`config.mk`:
```
export PLATFORM = sky130hd
export DESIGN_NAME = idex_shift_stage
export DESIGN_NICKNAME = d
export VERILOG_FILES = /design/src/rtl/idex_shift_stage.sv
export SDC_FILE = /design/constraint.sdc
export NUM_CORES = 1
export LEC_CHECK = 0
export BUFFER_PORTS_ARGS = -buffer_cell sky130_fd_sc_hd__buf_2
export CAP_MARGIN = 20
export CORE_AREA = 2 2 91 110
export DETAILED_ROUTE_END_ITERATION = 10
export DIE_AREA = 0 0 93 112
export PLACE_DENSITY = 0.75
export SETUP_SLACK_MARGIN = 0.1
export SLEW_MARGIN = 20
export SYNTH_ARGS = -nofsm -noshare
export SYNTH_HDL_FRONTEND = slang
export SYNTH_SLANG_ARGS = --single-unit
```
`constraint.sdc`:
```
create_clock -name clk -period 2.1 [get_ports clk]
set_input_delay 0.42 -clock clk [delete_from_list [all_inputs] [get_ports clk]]
set_output_delay 0.42 -clock clk [all_outputs]
set_load 0.005 [all_outputs]
```
`src/rtl/idex_shift_stage.sv`:
```
// ID/EX pipeline register for shift instructions with EX-side rs/rt operand forwarding.
// Registered operands are re-resolved every cycle against the live EX/MEM and MEM/WB bypass buses.
module idex_shift_stage #(
  parameter int DATA_W     = 32,
  parameter int SHAMT_W    = 5,
  parameter int REG_ADDR_W = 5
) (
  input  logic                  clk,
  input  logic                  rst,
  input  logic                  id_valid,
  input  logic [1:0]            id_shift_op,
  input  logic                  id_shamt_src,
  input  logic [SHAMT_W-1:0]    id_shamt,
  input  logic [REG_ADDR_W-1:0] id_rs_addr,
  input  logic [DATA_W-1:0]     id_rs_data,
  input  logic [REG_ADDR_W-1:0] id_rt_addr,
  input  logic [DATA_W-1:0]     id_rt_data,
  input  logic [REG_ADDR_W-1:0] id_rd_addr,
  input  logic                  stall,
  input  logic                  flush,
  input  logic                  exmem_wr_en,
  input  logic [REG_ADDR_W-1:0] exmem_wr_addr,
  input  logic [DATA_W-1:0]     exmem_wr_data,
  input  logic                  memwb_wr_en,
  input  logic [REG_ADDR_W-1:0] memwb_wr_addr,
  input  logic [DATA_W-1:0]     memwb_wr_data,
  output logic                  ex_valid,
  output logic [1:0]            ex_shift_op,
  output logic [DATA_W-1:0]     ex_rt,
  output logic [SHAMT_W-1:0]    ex_shamt,
  output logic [REG_ADDR_W-1:0] ex_rd_addr,
  output logic [3:0]            ex_fwd_sel
);

  localparam logic [1:0] SEL_REGFILE = 2'b00;
  localparam logic [1:0] SEL_EXMEM   = 2'b01;
  localparam logic [1:0] SEL_MEMWB   = 2'b10;

  logic                  r_valid;
  logic [1:0]            r_shift_op;
  logic                  r_shamt_src;
  logic [SHAMT_W-1:0]    r_shamt;
  logic [REG_ADDR_W-1:0] r_rs_addr;
  logic [REG_ADDR_W-1:0] r_rt_addr;
  logic [REG_ADDR_W-1:0] r_rd_addr;
  logic [DATA_W-1:0]     r_rs_data;
  logic [DATA_W-1:0]     r_rt_data;

  logic [1:0]            w_id_shift_op;
  logic [DATA_W-1:0]     w_rs_fwd;
  logic [DATA_W-1:0]     w_rt_fwd;
  logic [1:0]            w_rs_sel;
  logic [1:0]            w_rt_sel;
  logic                  w_unused_rs_hi;

  // Reserved encoding 11 behaves as SLL, so normalise it once at capture.
  assign w_id_shift_op = (id_shift_op == 2'b11) ? 2'b00 : id_shift_op;

  always_ff @(posedge clk or posedge rst) begin
    if (rst) begin
      r_valid     <= 1'b0;
      r_shift_op  <= '0;
      r_shamt_src <= 1'b0;
      r_shamt     <= '0;
      r_rs_addr   <= '0;
      r_rt_addr   <= '0;
      r_rd_addr   <= '0;
      r_rs_data   <= '0;
      r_rt_data   <= '0;
    end else if (flush) begin
      r_valid     <= 1'b0;
      r_shift_op  <= '0;
      r_shamt_src <= 1'b0;
      r_shamt     <= '0;
      r_rs_addr   <= '0;
      r_rt_addr   <= '0;
      r_rd_addr   <= '0;
      r_rs_data   <= '0;
      r_rt_data   <= '0;
    end else if (!stall) begin
      r_valid     <= id_valid;
      r_shift_op  <= w_id_shift_op;
      r_shamt_src <= id_shamt_src;
      r_shamt     <= id_shamt;
      r_rs_addr   <= id_rs_addr;
      r_rt_addr   <= id_rt_addr;
      r_rd_addr   <= id_rd_addr;
      r_rs_data   <= id_rs_data;
      r_rt_data   <= id_rt_data;
    end
  end

  // EX/MEM is the younger producer, so it is checked first; r0 is hardwired zero and never bypassed.
  always_comb begin
    w_rs_fwd = r_rs_data;
    w_rs_sel = SEL_REGFILE;
    if (exmem_wr_en && (exmem_wr_addr == r_rs_addr) && (r_rs_addr != '0)) begin
      w_rs_fwd = exmem_wr_data;
      w_rs_sel = SEL_EXMEM;
    end else if (memwb_wr_en && (memwb_wr_addr == r_rs_addr) && (r_rs_addr != '0)) begin
      w_rs_fwd = memwb_wr_data;
      w_rs_sel = SEL_MEMWB;
    end
  end

  always_comb begin
    w_rt_fwd = r_rt_data;
    w_rt_sel = SEL_REGFILE;
    if (exmem_wr_en && (exmem_wr_addr == r_rt_addr) && (r_rt_addr != '0)) begin
      w_rt_fwd = exmem_wr_data;
      w_rt_sel = SEL_EXMEM;
    end else if (memwb_wr_en && (memwb_wr_addr == r_rt_addr) && (r_rt_addr != '0)) begin
      w_rt_fwd = memwb_wr_data;
      w_rt_sel = SEL_MEMWB;
    end
  end

  // Variable shifts use only the low rs bits, so the amount wraps modulo DATA_W.
  assign w_unused_rs_hi = ^w_rs_fwd[DATA_W-1:SHAMT_W];

  assign ex_valid    = r_valid;
  assign ex_shift_op = r_shift_op;
  assign ex_rt       = w_rt_fwd;
  assign ex_shamt    = r_shamt_src ? w_rs_fwd[SHAMT_W-1:0] : r_shamt;
  assign ex_rd_addr  = r_rd_addr;
  assign ex_fwd_sel  = {(r_shamt_src ? w_rs_sel : SEL_REGFILE), w_rt_sel};

endmodule

```
======== Word level (Yosys, flattened, before mapping) ========
Cells that the tools add are included.
cells by class
  equal/unequal tests ..................... 6
  muxes and demuxes ....................... 29
  reductions and logical operators ........ 10
operators by type and width
  kind                                                    count
  2-to-1 mux 32 bit                                       4
  2-to-1 mux 5 bit                                        13
  equality test 5 bit                                     4
  2-to-1 mux 2 bit                                        8
  nonzero test 5 bit                                      2
  logical AND 1 bit                                       8
  2-to-1 mux 1 bit                                        4
  equality test 2 bit (second input constant)             1
  inequality test 2 x 1 -> 1 bit (second input constant)  1
storage, ports and cells
  bits in registers ....................... 61
  input bits .............................. 168
  output and inout port bits .............. 49
  word-level logic and storage cells ...... 54

======== Logic depth before layout (Yosys ltp) ========
Gate-level depths: netlist of run 1.
  depth in word-level cells ............... 6
  depth in mapped cells ................... 7
  depth with buffers taken out ............ 5

======== Worst setup path after synthesis of run 1 ========
No wires, ideal clock.
  kind .................................... flip-flop to output port
  start point ............................. register r_rt_addr[0]
  end point ............................... output port ex_rt[10]
  arrival time ............................ 1.606 ns
  data required time ...................... 1.680 ns
  path slack .............................. 0.074 ns
  cell stages (with the launch flop) ...... 8
  buffers on the path ..................... 2
  cell sequence ........................... dfrtp_1 > or4_1 > nor2_2 > nor4_1 > buf_6 > buf_2 > nand2_1 > o21ai_1
between the ends
  cells in the longest elaborated chain, start to end .. 5
  elaborated cells on any way between the ends .. 9
  classes of those cells .................. eq/ne (2); mux (2); reduce/logical (5)
ends and longest elaborated chain
  item                             line  text
  from (decl)                      44    logic [REG_ADDR_W-1:0] r_rt_addr;
  from (signal assigned)           86    r_rt_addr <= id_rt_addr;
  equality test 5 bit              112   end else if (memwb_wr_en && (memwb_wr_addr == r_rt_addr) && (r_rt_addr != '0)) begin
  logical AND 1 bit (2 in series)  112
  2-to-1 mux 32 bit                112
  2-to-1 mux 32 bit *              109   if (exmem_wr_en && (exmem_wr_addr == r_rt_addr) && (r_rt_addr != '0)) begin
  to (decl)                        29    output logic [DATA_W-1:0] ex_rt,
Mark *: on every way between the ends. The rest lies on a longest branch, timed or not.

======== Worst setup path after layout of run 1 ========
  start point ............................. register r_rt_addr[0]
  end point ............................... output port ex_rt[23]
Same word-level chain as after synthesis.

==> reports/qor.csv, run 1 <==
stage,metric,value,unit
run_status,status,"complete, but fails checks",
run_status,violations,setup timing,
yosys,mean_instance_size_in_the_synthesized_netlist,9.79,um^2
sta,max_clock_freq,373,MHz
run,cap_violations,0,
critical_path,cp-endpoint,ex_rt[23],
yosys,yosys-top-cells-count,"sky130_fd_sc_hd__mux2i_1, sky130_fd_sc_hd__nor2_1, sky130_fd_sc_hd__dfrtp_1",
floorplan,fp.dieH,112,um
yosys,yosys.area_share.adder,0,%
yosys,synth.most_common_cell,sky130_fd_sc_hd__mux2i_1,
floorplan,die_x,93,um
sta,timing_worst_slew_pin_value,0.508,ns
floorplan,fp.dieArea,10400,um^2
floorplan,floorplan.io_pins,217,
yosys,postSynth.topFlopCell,sky130_fd_sc_hd__dfrtp_1,
global_routing,grt_start_max_net_pins,62,
yosys,yosys-mux-area-fraction,27.0,%
cts,cts_h_tree_depth,3,
routing,detail_route.iter0.violations,128,
sta,hold_ws,0.128,ns
cts,clk_transition_reported_paths,0.05,ns
yosys,dominant_combinational_cell_family_by_area_after_synthesis,multiplexers,
critical_path,ff2ff_path_depth,3,
final_layout,layout-area-overhead-vs-synth,60.0,%
power,power.density_cell_area,639,nW/um^2
cts,clock_tree.root_cell,sky130_fd_sc_hd__clkbuf_16,
routing,drt_pre_antenna_iters,4,
floorplan,placementRows,39,
sta,hold_violations,0,
sta,finalWorstPathRequiredPeriod,2.68,ns
yosys,synth-edff-count,0,
yosys,synth_simple_gate_area_share,14.5,%
critical_path,crit_arrival,2.26,ns
final_layout,num-fill-cells,785,
routing,routed-via-count,3501,
sta,final.setup.tns,-19.90,ns
global_routing,grt.total_usage,20.3,%
final_layout,antenna_diode_count,0,
yosys,synth.yosys.warnings,0,
critical_path,timing.critical_path.fanout_max,5,
worst_hold_path,holdCritPathClass,input pin to asynchronous set/reset pin,
yosys,synth_top_cells_by_area,"sky130_fd_sc_hd__dfrtp_1, sky130_fd_sc_hd__mux2i_1, sky130_fd_sc_hd__nor2_1, sky130_fd_sc_hd__o21ai_1, sky130_fd_sc_hd__nand2_1",
critical_path,critical_path.startpoint_type,flip-flop,
critical_path,critical_path.endpoint_type,output port,
placed_design,routabilityCongestion,0.866,
sta,timing.final.crit_share,128,%
yosys,post_synth_xor_area_fraction,4.92,%
yosys,postSynthRegisterBits,61,
floorplan,floorplan.core_area,9370,um^2
routing,route.detailed.vias_per_inst,4.90,
sta,clock_tree_skew_after_final_layout,0,ns
critical_path,worst_ep_required_time,1.68,ns
sta,grt_setup_unrepaired,true,
yosys,postSynthNetCount,532,
critical_path,reg2reg_to,r_rs_addr[2]$_DFFE_PP0P_,
yosys,synth-compound-area-share,6.11,%
critical_path,critPathLaunch,r_rt_addr[0]$_DFFE_PP0P_,
yosys,ys_seq_area_share,42.9,%
critical_path,critical_path_class,flip-flop to output port,
final_layout,design.final.nets,755,
final_layout,finalInstanceArea,5700,um^2
yosys,yosys.area.top_type,sky130_fd_sc_hd__dfrtp_1,
cts,tritoncts_clock_tree,yes,
power,power.total,3640,uW
sta,slew_headroom,66.1,%
critical_path,startpoint_of_the_worst_register_to_register_path,r_rs_addr[2]$_DFFE_PP0P_,
routing,routed_wirelength,11.3,mm
placed_design,placed_area,4800,um^2
sta,report.final.slew_viol_count,0,
power,total_leakage_power,0.00291,uW
yosys,ys_async_sr_fraction,100,%
global_routing,grt_antenna_before_repair,0,
routing,postRouteAntennaNets,0,
yosys,synth_largest_type_area_fraction,42.9,%
cts,clock_network_latency_to_the_later_pin_of_the_worst_skew_pair,0.31,ns
cts,cts_max_path_buffers,2,
placed_design,count_of_port_buffers_added_during_placement,189,
global_routing,via_count_of_the_first_global_routing_pass,3489,
global_routing,grt_pass1_wl,16.6,mm
critical_path,regToRegSetupSlack,1.25,ns
routing,detail_route.drc_violations,0,
cts,cts-buffers-inserted,9,
yosys,post_synth_num_cell_types,25,
routing,routed_wire_length_per_instance,15.7,um
yosys,syn-cell-area,3560,um^2
sta,final-setup-viol-count,41,
sta,timing.final.ws_setup,-0.584,ns
floorplan,initial_utilization,38.0,%
power,vdd_ir_drop_max,0.000495,V
cts,tritoncts_num_sinks,61,
global_routing,overflow,0,
yosys,netlist_instances,364,
final_layout,drive_above_1_share,49.8,%
placed_design,place_hpwl,7.44,mm
[layer usage]
metal	global-route usage [%]	vias up	share of wire [%]
li1	-	1698	-
met1	22.2	1654	38
met2	37.3	136	53
met3	6.09	13	7.3
met4	5.88	0	1.3
met5	0	-	0
[layout by cell type (no fill, tap or decap), drive strengths merged]
cell    instances
a21oi           2
buf           233
bufinv          3
clkbuf         15
clkinv          1
dfrtp          61
inv             7
mux2i          96
nand2          34
nand2b          6
nand4           4
nor2           63
nor2b           2
nor3            1
nor3b           2
nor4            3
o21ai          32
o221ai          5
or4             2
xnor2          14
xor2            6
[cell type report]
type	count	area (um^2)	area share, %
Clock buffer	12	246	4.32
Clock inverter	4	95.1	1.67
Inverter	7	26.3	0.461
Multi-Input combinational cell	272	2060	36.2
Sequential cell	61	1530	26.8
Tap cell	123	154	2.70
Timing Repair Buffer	236	1590	27.8
[timing repair]
item	in CTS	in global routing
setup buffers	7	6
pin swaps	10	15
cloned	3	4
hold buffers	0	0
setup endpoints to repair	41	41
resized for setup	39	38
[cell families (layout without fill, tap and decap cells)]
kind of cell	Yosys count	in the layout
flops	61	61
xor+xnor	20	20
mux	96	96
buf+inv	31	259
compound gates	39	39
simple gates	117	117
[worst max-delay path, cell delays in order (launching register included)]
cell and delay [ns]:
sky130_fd_sc_hd__dfrtp_1 0.38, sky130_fd_sc_hd__or4_4 0.55, sky130_fd_sc_hd__nor2_4 0.16, sky130_fd_sc_hd__buf_6 0.12
sky130_fd_sc_hd__nor4_4 0.03, sky130_fd_sc_hd__buf_6 0.14, sky130_fd_sc_hd__buf_12 0.14, sky130_fd_sc_hd__buf_16 0.13
sky130_fd_sc_hd__nand2_1 0.08, sky130_fd_sc_hd__o21ai_2 0.06, sky130_fd_sc_hd__buf_2 0.13
[flip-flops by register name (all words and copies together) (netlist names)]
signal / flops
r_rt_data: 32
r_shamt: 5
r_rt_addr: 5
r_rs_addr: 5
r_rs_data: 5
ex_shift_op: 2
ex_rd_addr: 5
r_shamt_src: 1
ex_valid: 1
[power by group]
group	leakage (uW)	total (uW)	internal [uW]	switching [uW]
clock network	0.000167	1700	1190	508
logic	0.00193	655	355	300
registers	0.000807	1290	1240	46.5
[per-stage QoR]
stage,std cells,util [%],worst slack [ns]
3_3_place_gp,679,51.2,-0.226
3_5_place_dp,679,51.2,-0.272
5_1_grt,715,60.8,-0.654
6_report,715,60.8,-0.584
4_1_cts,705,58.0,-0.567
2_1_floorplan,364,-,0.0745
[how the worst min path moves through the flow]
stage,from,end,cells past startpoint
floorplan,r_rs_data[0]$_DFFE_PP0P_,r_rs_data[0]$_DFFE_PP0P_,2
global placement,rst,r_rt_data[13]$_DFFE_PP0P_,2
detailed placement,rst,r_rt_data[13]$_DFFE_PP0P_,2
CTS,rst,r_rt_data[19]$_DFFE_PP0P_,2
global route,rst,r_rt_data[22]$_DFFE_PP0P_,2
finish,rst,r_rt_data[13]$_DFFE_PP0P_,2
No activity file was read; power rests on OpenSTA's default activity.
==> inputs of run 2 (changes only) <==
Settings changed: ABC_AREA set to 1, CORE_AREA 2 2 91 110 to 2 2 93 113, DIE_AREA 0 0 93 112 to 0 0 95 115, PLACE_DENSITY 0.75 to 0.76.
==> run 2 against run 1 <==
Effect of this change:
- the flow still finishes with violations (setup timing)
- clock power decreased by 9%
- largest power group unchanged
- maximum frequency increased by 20%
- area after synthesis is 10% higher
==> reports/qor.csv, run 2 <==
stage,metric,value,unit,change
worst_hold_path,holdCritPathClass,input pin to asynchronous set/reset pin,,
floorplan,floorplan.io_pins,217,,unchanged
yosys,synth_largest_type_area_fraction,38.8,%,-4.0 points
cts,clock_network_latency_to_the_later_pin_of_the_worst_skew_pair,0.33,ns,+0.02 ns
sta,clock_tree_skew_after_final_layout,0,ns,unchanged
global_routing,met1_usage,27.1,%,+5.0 points
routing,postRouteAntennaNets,0,,unchanged
routing,route.detailed.vias_per_inst,4.91,,+0.35%
final_layout,registers.top_by_ff_count,r_rt_data,,
power,power.total,3620,uW,-0.47%
run_status,status,"complete, but fails checks",,
critical_path,crit_arrival,1.82,ns,-0.44 ns
floorplan,placementRows,40,,+2.6%
cts,cts_h_tree_depth,3,,unchanged
sta,finalWorstPathRequiredPeriod,2.24,ns,-0.443 ns
final_layout,post_route_insts_no_fill,926,,+30%
yosys,synth-edff-count,0,,unchanged
yosys,synth.most_common_cell,sky130_fd_sc_hd__nand2_1,,
placed_design,routabilityCongestion,0.878,,+1.4%
critical_path,worst_ep_required_time,1.68,ns,about the same
cts,clk_transition_reported_paths,0.05,ns,about the same
sta,final-setup-viol-count,40,,-2.4%
floorplan,die_x,95,um,+2.2%
critical_path,cp.buffers_inverters,4,,-1
power,vdd_ir_drop_max,0.000366,V,-26%
critical_path,timing.critical_path.cells,inv_2 -> nand3_2 -> nor2_4 -> nor3_2 -> nand2_2 -> buf_12 -> clkbuf_16 -> nand3_1 -> nand2_1 -> buf_2,,
run_status,violations,setup timing,,
global_routing,groute.layer.met3.usage,4.46,%,-1.6 points
placed_design,place_hpwl,8.61,mm,+16%
yosys,postSynthNetCount,774,,+45%
final_layout,design.final.nets,963,,+28%
yosys,ys_seq_area_share,38.8,%,-4.0 points
yosys,postSynth.topFlopCell,sky130_fd_sc_hd__dfrtp_1,,
sta,timing_worst_slew_pin_value,0.479,ns,-0.0298 ns
routing,routed_wire_length_per_instance,13.8,um,-12%
yosys,yosys.area.top_type,sky130_fd_sc_hd__dfrtp_1,,
routing,detail_route.drc_violations,0,,unchanged
yosys,yosys-top-cells-count,"sky130_fd_sc_hd__nand2_1, sky130_fd_sc_hd__nand3_1, sky130_fd_sc_hd__inv_1",,
final_layout,largest_reg_flops,32,,unchanged
floorplan,fp.dieArea,10900,um^2,+4.9%
floorplan,fp.dieH,115,um,+2.7%
cts,hold_buffers,0,,unchanged
global_routing,grt_pass1_wl,18.7,mm,+12%
critical_path,critical_path_class,flip-flop to output port,,
yosys,syn-cell-area,3930,um^2,+10%
global_routing,overflow,0,,unchanged
global_routing,grt_busiest_layer,met2,,
global_routing,met2_usage,37.9,%,+0.53 points
yosys,postSynthRegisterBits,61,,unchanged
critical_path,timing.critical_path.fanout_max,8,,+3
cts,clock_tree.root_cell,sky130_fd_sc_hd__clkbuf_16,,
sta,final.setup.tns,-3.84,ns,+16.06 ns
run,cap_violations,0,,unchanged
routing,routed_wirelength,12.8,mm,+14%
final_layout,layout-area-overhead-vs-synth,43.1,%,
sta,slew_headroom,68.1,%,+2.0 points
sta,timing.final.ws_setup,-0.141,ns,+0.443 ns
power,power.density_cell_area,645,nW/um^2,+0.88%
floorplan,initial_utilization,39.9,%,+1.8 points
sta,hold_violations,0,,unchanged
routing,detail_route.iter0.violations,208,,+63%
sta,report.final.slew_viol_count,0,,unchanged
critical_path,critical_path.endpoint_type,output port,,
global_routing,grt_antenna_before_repair,0,,unchanged
cts,tritoncts_num_sinks,61,,unchanged
power,total_leakage_power,0.00328,uW,+13%
routing,routed-via-count,4550,,+30%
critical_path,cell_family_with_the_largest_share_of_critical_path_delay,simple AND/OR/NAND/NOR gates,,
global_routing,grt.total_usage,22.2,%,+1.9 points
yosys,mean_instance_size_in_the_synthesized_netlist,6.49,um^2,-34%
yosys,synth_top_cells_by_area,"sky130_fd_sc_hd__dfrtp_1, sky130_fd_sc_hd__nand3_1, sky130_fd_sc_hd__nand2_1, sky130_fd_sc_hd__inv_1, sky130_fd_sc_hd__o21ai_0",,
yosys,ys_async_sr_fraction,100,%,unchanged
final_layout,antenna_diode_count,0,,unchanged
critical_path,timing.critical_path.slowest_stage_cell,sky130_fd_sc_hd__dfrtp_1,,
sta,grt_setup_unrepaired,true,,
cts,tritoncts_clock_tree,yes,,
sta,max_clock_freq,446,MHz,+20%
placed_design,count_of_port_buffers_added_during_placement,189,,unchanged
final_layout,mostFrequentLayoutCells,"sky130_fd_sc_hd__buf_2, sky130_fd_sc_hd__nand2_1, sky130_fd_sc_hd__nand3_1, sky130_fd_sc_hd__inv_1, sky130_fd_sc_hd__dfrtp_1",,
global_routing,via_count_of_the_first_global_routing_pass,3946,,+13%
critical_path,slowest_delay,0.40,ns,-0.15 ns
sta,timing.final.crit_share,107,%,-21 points
final_layout,mostFrequentLayoutCell,sky130_fd_sc_hd__buf_2,,
routing,drt_pre_antenna_iters,4,,unchanged
cts,cts_max_path_buffers,2,,unchanged
critical_path,critical_path.startpoint_type,flip-flop,,
yosys,post_synth_num_cell_types,23,,-8.0%
global_routing,grt_start_max_net_pins,103,,+66%
cts,cts-buffers-inserted,9,,unchanged
yosys,netlist_instances,606,,+66%
floorplan,floorplan.core_area,9860,um^2,+5.2%
placed_design,post-place-cells,900,,+33%
final_layout,drive_above_1_share,33.9,%,-16 points
yosys,synth.yosys.warnings,0,,unchanged
run 2: final cells by class:
type / instances / area [um^2]
Timing Repair Buffer: 213 / 1290
Tap cell: 126 / 158
Clock buffer: 10 / 229
Sequential cell: 61 / 1530
Clock inverter: 6 / 87.6
Multi-Input combinational cell: 408 / 1940
Inverter: 102 / 385
Fill cell: 948 / 4240
run 2: per-layer routing:
metal	vias to the layer above	routed length, um
met5	-	0
met4	0	257
met3	18	1080
met2	190	6150
met1	2056	5320
li1	2286	-
run 2: path summary, 6_finish.rpt:
check,startpoint,to,slack (ns),cells after the start
hold reg to reg,r_shamt[2]$_DFFE_PP0P_,r_shamt[2]$_DFFE_PP0P_,0.51,2
max in group asynchronous,rst,r_rs_addr[2]$_DFFE_PP0P_,1.29,3
setup / recovery,r_rt_addr[1]$_DFFE_PP0P_,ex_rt[2],-0.14,10
hold / removal,rst,r_rt_data[20]$_DFFE_PP0P_,0.12,2
setup reg to reg,r_shamt_src$_DFFE_PP0P_,r_shamt_src$_DFFE_PP0P_,0.88,3
min in group clk,id_shift_op[0],ex_shift_op[1]$_DFFE_PP0P_,0.28,2
run 2: kinds of logic after synthesis:
logic type | count (synthesis) | share of synthesized area (%)
AND/OR/NAND/NOR | 348 | 39.0
XOR/XNOR | 3 | 0.669
buffers and inverters | 137 | 14.2
AO/OA/AOI/OAI | 57 | 7.32
flip-flops | 61 | 38.8
run 2: stage by stage:
| step | hold slack (ns) | util, % | cell area [um^2] | setup WS (ns) |
|---|---|---|---|---|
| floorplan | 0.476 | - | 3930 | 0.167 |
| global placement | 0.466 | 51.0 | 5030 | 0.0586 |
| detailed placement | 0.474 | 51.0 | 5030 | 0.0411 |
| CTS | 0.124 | 55.4 | 5460 | -0.127 |
| global route | 0.162 | 57.0 | 5620 | -0.279 |
| finish | 0.117 | 57.0 | 5620 | -0.141 |
run 2: power breakdown:
group | internal, uW | switching [uW] | leakage [uW] | total, uW
combinational | 332 | 442 | 0.00235 | 774
sequential | 1260 | 41.2 | 0.000790 | 1300
clock | 1030 | 515 | 0.000145 | 1550
run 2: what timing repair did:
item,CTS,global route
endpoints found under the setup margin,40,41
pin swaps,3,8
cloned,1,3
setup buffers,2,5
endpoints found under the hold margin,0,0
gates resized for setup,18,17
